$ cat src/rtl/pong_pkg.sv
// Shared types and defaults for the Pong ball engine.
package pong_pkg;

    localparam int CORDW_DEFAULT = 12;

    typedef enum logic [1:0] {IDLE, SERVE, PLAY, MISS} ball_state_t;

endpackage

$ cat src/rtl/pong_aabb.sv
// Combinational axis-aligned rectangle overlap test between rectangles A and B.
module pong_aabb #(
    parameter int W = 14
) (
    input  logic [W-1:0] ax,
    input  logic [W-1:0] ay,
    input  logic [W-1:0] aw,
    input  logic [W-1:0] ah,
    input  logic [W-1:0] bx,
    input  logic [W-1:0] by,
    input  logic [W-1:0] bw,
    input  logic [W-1:0] bh,
    output logic         hit
);

    // Callers pass zero-extended operands so the sums never wrap.
    assign hit = (ax < bx + bw) && (ax + aw > bx) && (ay < by + bh) && (ay + ah > by);

endmodule

$ cat src/rtl/pong_ball_engine.sv
// Per-frame Pong ball motion: serve/play/miss sequencing, paddle bounces with speed-up,
// wall bounces, score pulses and a registered ball-draw flag.
module pong_ball_engine
    import pong_pkg::*;
#(
    parameter int CORDW      = CORDW_DEFAULT,
    parameter int H_RES      = 1920,
    parameter int V_RES      = 1080,
    parameter int B_SIZE     = 24,
    parameter int SP_INIT    = 3,
    parameter int SP_MAX     = 12,
    parameter int SP_INC     = 1,
    parameter int PAD_OFFS   = 32,
    parameter int PAD_W      = 16,
    parameter int PAD_H      = 128,
    parameter int SERVE_WAIT = 60
) (
    input  logic             clk_pix,
    input  logic             rst_n,
    input  logic             frame,
    input  logic             serve,
    input  logic [CORDW-1:0] sx,
    input  logic [CORDW-1:0] sy,
    input  logic [CORDW-1:0] pad_l_y,
    input  logic [CORDW-1:0] pad_r_y,
    output logic [CORDW-1:0] bx,
    output logic [CORDW-1:0] by,
    output logic             dx,
    output logic             dy,
    output logic             b_draw,
    output logic             miss_l,
    output logic             miss_r,
    output logic             playing
);

    localparam int AW  = CORDW + 2;
    localparam int SCW = $clog2(SERVE_WAIT + 1);

    localparam logic [CORDW-1:0] X_CTR    = CORDW'((H_RES - B_SIZE) / 2);
    localparam logic [CORDW-1:0] Y_CTR    = CORDW'((V_RES - B_SIZE) / 2);
    localparam logic [CORDW-1:0] SP_V     = CORDW'(SP_INIT);
    localparam logic [CORDW-1:0] Y_BOT    = CORDW'(V_RES - (SP_INIT + B_SIZE));
    localparam logic [CORDW-1:0] X_LIMIT  = CORDW'(H_RES - B_SIZE);
    localparam logic [CORDW-1:0] L_FACE   = CORDW'(PAD_OFFS + PAD_W);
    localparam logic [CORDW-1:0] R_FACE   = CORDW'(H_RES - PAD_OFFS - PAD_W);
    localparam logic [CORDW-1:0] R_BOUNCE = CORDW'(H_RES - PAD_OFFS - PAD_W - B_SIZE);

    ball_state_t      state;
    logic [CORDW-1:0] spx;
    logic [SCW-1:0]   serve_cnt;

    logic             hit_l;
    logic             hit_r;
    logic             on_ball;
    logic [CORDW-1:0] by_nx;
    logic             dy_nx;
    logic [CORDW-1:0] spx_up;
    logic             lost_l;
    logic             lost_r;

    // Paddle zones are widened by spx toward the ball so a fast ball cannot tunnel through.
    pong_aabb #(.W(AW)) u_hit_l (
        .ax(AW'(bx)), .ay(AW'(by)), .aw(AW'(B_SIZE)), .ah(AW'(B_SIZE)),
        .bx(AW'(PAD_OFFS)), .by(AW'(pad_l_y)), .bw(AW'(PAD_W) + AW'(spx)), .bh(AW'(PAD_H)),
        .hit(hit_l)
    );

    pong_aabb #(.W(AW)) u_hit_r (
        .ax(AW'(bx)), .ay(AW'(by)), .aw(AW'(B_SIZE)), .ah(AW'(B_SIZE)),
        .bx(AW'(R_FACE) - AW'(spx)), .by(AW'(pad_r_y)), .bw(AW'(PAD_W) + AW'(spx)), .bh(AW'(PAD_H)),
        .hit(hit_r)
    );

    pong_aabb #(.W(AW)) u_draw (
        .ax(AW'(sx)), .ay(AW'(sy)), .aw(AW'(1)), .ah(AW'(1)),
        .bx(AW'(bx)), .by(AW'(by)), .bw(AW'(B_SIZE)), .bh(AW'(B_SIZE)),
        .hit(on_ball)
    );

    always_comb begin
        by_nx = by + SP_V;
        dy_nx = dy;
        if (by >= Y_BOT) begin
            by_nx = by - SP_V;
            dy_nx = 1'b1;
        end else if (by < SP_V) begin
            by_nx = by + SP_V;
            dy_nx = 1'b0;
        end else if (dy) begin
            by_nx = by - SP_V;
        end
    end

    assign spx_up = (spx >= CORDW'(SP_MAX - SP_INC)) ? CORDW'(SP_MAX) : spx + CORDW'(SP_INC);
    assign lost_l = dx && !hit_l && (bx < spx);
    assign lost_r = !dx && !hit_r && (bx >= X_LIMIT - spx);

    always_ff @(posedge clk_pix or negedge rst_n) begin
        if (!rst_n) begin
            state     <= IDLE;
            bx        <= X_CTR;
            by        <= Y_CTR;
            dx        <= 1'b0;
            dy        <= 1'b0;
            spx       <= CORDW'(SP_INIT);
            serve_cnt <= '0;
            miss_l    <= 1'b0;
            miss_r    <= 1'b0;
            playing   <= 1'b0;
        end else begin
            miss_l <= 1'b0;
            miss_r <= 1'b0;
            case (state)
                IDLE: begin
                    if (serve) begin
                        spx   <= CORDW'(SP_INIT);
                        state <= SERVE;
                    end
                end
                SERVE: begin
                    if (frame) begin
                        if (serve_cnt == SCW'(SERVE_WAIT - 1)) begin
                            serve_cnt <= '0;
                            state     <= PLAY;
                            playing   <= 1'b1;
                        end else begin
                            serve_cnt <= serve_cnt + 1'b1;
                        end
                    end
                end
                PLAY: begin
                    if (frame) begin
                        if (lost_l || lost_r) begin
                            // The loser receives the next serve.
                            state   <= MISS;
                            playing <= 1'b0;
                            miss_l  <= lost_l;
                            miss_r  <= lost_r;
                            bx      <= X_CTR;
                            by      <= Y_CTR;
                            spx     <= CORDW'(SP_INIT);
                            dx      <= lost_l;
                            dy      <= ~dy;
                        end else begin
                            by <= by_nx;
                            dy <= dy_nx;
                            if (dx) begin
                                if (hit_l) begin
                                    dx  <= 1'b0;
                                    bx  <= L_FACE;
                                    spx <= spx_up;
                                end else begin
                                    bx <= bx - spx;
                                end
                            end else begin
                                if (hit_r) begin
                                    dx  <= 1'b1;
                                    bx  <= R_BOUNCE;
                                    spx <= spx_up;
                                end else begin
                                    bx <= bx + spx;
                                end
                            end
                        end
                    end
                end
                MISS: begin
                    state <= SERVE;
                end
                default: begin
                    state <= IDLE;
                end
            endcase
        end
    end

    // The ball is visible in every state, including parked at centre in IDLE.
    always_ff @(posedge clk_pix or negedge rst_n) begin
        if (!rst_n) begin
            b_draw <= 1'b0;
        end else begin
            b_draw <= on_ball;
        end
    end

endmodule

$ cat config.mk
export PLATFORM = sky130hd
export DESIGN_NAME = pong_ball_engine
export DESIGN_NICKNAME = d
export VERILOG_FILES = /design/src/rtl/pong_pkg.sv /design/src/rtl/pong_aabb.sv /design/src/rtl/pong_ball_engine.sv
export SDC_FILE = /design/constraint.sdc
export NUM_CORES = 1
export LEC_CHECK = 0
export ABC_AREA = 1
export CORE_ASPECT_RATIO = 0.5
export CORE_UTILIZATION = 60
export CTS_CLUSTER_SIZE = 40
export DETAILED_ROUTE_END_ITERATION = 10
export GPL_TIMING_DRIVEN = 0
export PLACE_DENSITY_LB_ADDON = 0.15
export SYNTH_ARGS = -nofsm -noshare
export SYNTH_HDL_FRONTEND = slang
export SYNTH_SLANG_ARGS = --single-unit
$ cat constraint.sdc
create_clock -name clk_pix -period 11.65 [get_ports clk_pix]
set_input_delay 1.165 -clock clk_pix [delete_from_list [all_inputs] [get_ports clk_pix]]
set_output_delay 1.165 -clock clk_pix [all_outputs]
set_load 0.02 [all_outputs]
==> impl_results.md <==
* Status: finished clean
* Synthesized area per cell at between 6 and 7 um^2
* Vias in the first global route at a little under 9000
* Final cell count without fillers at roughly 1600
* Tmin final at slightly below 5 ns
* Asr flop ratio synth at 100%
* Worst Hold Class: register to register
* CP arrival at just over 5 ns
* DRT Pass-1 Iters at 6
* Chip height at between 80 and 90 um
* Endpoints failing setup at 0
* Skew-Pair Late Insertion Delay at 0.30 ns
* Max frequency at roughly 200 MHz
* Die ar. at around 16000 um^2
* P per Cell Area at 201 nW/um^2
* DR DRC count at 0
* Endpoint type of the worst setup path: register
* IR drop worst, VDD at roughly 0.15 mV
* # nets final at around 1700
* Syn. warnings at 0
* Share of the synthesized area in the top cell type at 25.3%
* Worst setup path class: register to register
* Crit Path Max Fanout at 9
* Drt initial violations at between 600 and 700
* CTS tree: built
* Ant. Diodes at 0
* Max-cap viol count at 0
* H-tree levels at 2
* Slew headroom at between 50% and 60%
* Initial antenna violation count at 0
* # placed instances at roughly 1600
* Worst-path clk slew at about 0.07 ns
* Sequential cell area at 1260 um^2
* Area leader, netlist: ha_1
* Syn-to-layout area delta at 13.5%
* Post_cts resized at 0
* Die X at approximately 180 um
* Starting density of the core at a little over three fifths
* Area of the multi-input gates at approximately 7000 um^2
* Overall power at around 2.1 mW
* CTS Buffer Depth at 2
* Post-synth net total at 1600
* Seq/Total Area, Yosys at around 14%
* First-pass GRT wire length at 42600 um
* Cell row count at 31
* Netlist cell types at 56
* Clock Skews at 0.00617 ns
* Num CTS Buffers at 5
* DRT antenna net count at 0
* Setup TNS at 0 ns
* Clock root buffer: clkbuf_16
* Synth top area cells: ha_1 (25%), nand2_1 (12%), dfrtp_1 (11%), inv_1 (8.3%), xor2_1 (7.7%)
* Worst EP required at ~12 ns
* Pin slew with the least headroom to its limit at roughly 0.74 ns
* I/O pin cnt at between 80 and 90
* Total Wirelength at ~27000 um
* Average vias per placed instance at roughly 5.7
* Syn Inst Count at between 1000 and 1500
* FILL cells at 1286
* Mapped cell area at 9190 um^2
* Fin crit share at a little over two fifths
* Worst setup SP type: register
* Layout Utilization at 70.9%
* Grt total ovfl at 0
* Post-DP HPWL at 21800 um
* Post-CTS Setup Inserts at 0
* GR Util All Layers at between 30% and 40%
* Hold Vio Cnt, Final at 0
* WL/cell at around 16 um
* Port Buffer Count at 81
* EDFF count, synth at 0
* RSZ-0062 raised after global routing: false
* Max Slew Vio Count at 0
* Largest net degree at the start of global routing at 40
* Clock Sinks at 50
* CORE AREA at between 10000 and 15000 um^2
* Yosys reg bits at 50
* Proportion of layout cells with a drive suffix above 1 at approximately 5.2%
* GPL Wtd Cong at ~0.95
* Via count at ~9400
* Hold-fix buffers, CTS at 0
* Ys flop type: dfrtp_1
* Leak at roughly 5.5 nW
-- power breakdown --
group	leakage, nW	switching (mW)	total, mW	internal (mW)
sequential	0.627	0.142	0.385	0.243
clock	0.0832	0.0683	0.166	0.0975
combinational	4.79	0.965	1.54	0.579
-- metrics by stage --
step	area, um^2	worst slack (ns)	hold WS (ns)
floorplan	9190	7.88	0.456
global placement	10200	7.02	0.477
detailed placement	10300	6.96	0.484
CTS	10400	6.92	0.493
global route	10400	6.40	0.540
finish	10400	6.78	0.493
-- routing by layer --
metal  wire length (um)  part of all wire (%)  track usage, %  vias to the layer above
li1                   -                     -               -                     4678
met1              12600                    47            46.6                     4315
met4                467                   1.8            7.68                        0
met5                  0                     0               0                        -
met3               1990                   7.4            5.65                       48
met2              11700                    44            56.6                      347
-- critical path, stage by stage (launching register included) --
cell,delay [ns]
dfrtp_1,0.50
inv_1,0.30
ha_1,0.23
inv_1,0.06
o21ai_0,0.21
xor2_1,0.33
inv_1,0.08
ha_1,0.38
nand2_1,0.07
nand2_1,0.08
inv_1,0.05
o21ai_0,0.29
a21oi_1,0.13
xor2_1,0.17
ha_1,0.31
inv_1,0.05
nor3_1,0.20
a211oi_1,0.07
nand2_1,0.11
nand4_1,0.12
nand3_2,0.18
nand3_4,0.21
nand2_4,0.18
inv_2,0.11
nand2_1,0.12
nand2_1,0.09
nand2_1,0.07
nand2_1,0.05
-- cells in the mapped netlist, types with 13 or more instances --
cell type and number:
a21oi_1 99, dfrtp_1 40, ha_1 186, inv_1 204, nand2_1 291, nand3_1 75
nand4_1 27, nor2_1 108, nor3_1 25, o21ai_0 38, xnor2_1 13, xor2_1 81
-- cell families after synthesis --
kind of cell | count (synthesis) | synth area share, %
XOR/XNOR | 96 | 9.32
adder cells (fa/ha/maj) | 188 | 25.8
flip-flops | 50 | 13.8
buffers and inverters | 244 | 10.4
AND/OR/NAND/NOR | 568 | 27.2
AO/OA/AOI/OAI | 214 | 13.5
-- flip-flops by register name, indices dropped and copies added (netlist names) --
register and count:
dy 1, b_draw 1, dx 1, by 12, spx 12, state 2
bx 12, miss_r 1, playing 1, serve_cnt 6, miss_l 1
-- final timing paths --
path | slack (ns) | startpoint | depth (start not counted) | end
setup / recovery | 6.78 | spx[5]$_DFFE_PN0P_ | 27 | state[0]$_DFFE_PN0P_
hold / removal | 0.49 | serve_cnt[4]$_DFFE_PN0P_ | 1 | serve_cnt[4]$_DFFE_PN0P_
setup reg to reg | 6.78 | spx[5]$_DFFE_PN0P_ | 27 | state[0]$_DFFE_PN0P_
hold reg to reg | 0.49 | serve_cnt[4]$_DFFE_PN0P_ | 1 | serve_cnt[4]$_DFFE_PN0P_
max in group asynchronous | 10.31 | rst_n | 2 | by[9]$_DFFE_PN1P_
min in group asynchronous | 0.75 | rst_n | 1 | serve_cnt[4]$_DFFE_PN0P_
-- final cells by class --
cell class              count  share of cell area, %
multi-input cells        1066                   66.8
flip-flops and latches     50                   12.1
inverters                 220                   7.95
repair buffers             82                   7.92
well taps                 198                   2.38
clock buffers               8                   1.60
plain buffers              24                   1.26
-- cell usage in the layout, fill, tap and decap left out, types with 38 or more instances in the layout --
master and count:
a21oi_1 99, clkdlybuf4s50_1 80, nand2_1 291, nor2_1 108
nand3_1 75, ha_1 186, dfrtp_1 40, o21ai_0 38
xor2_1 81, inv_1 204
(Power assumes the default switching activity.)
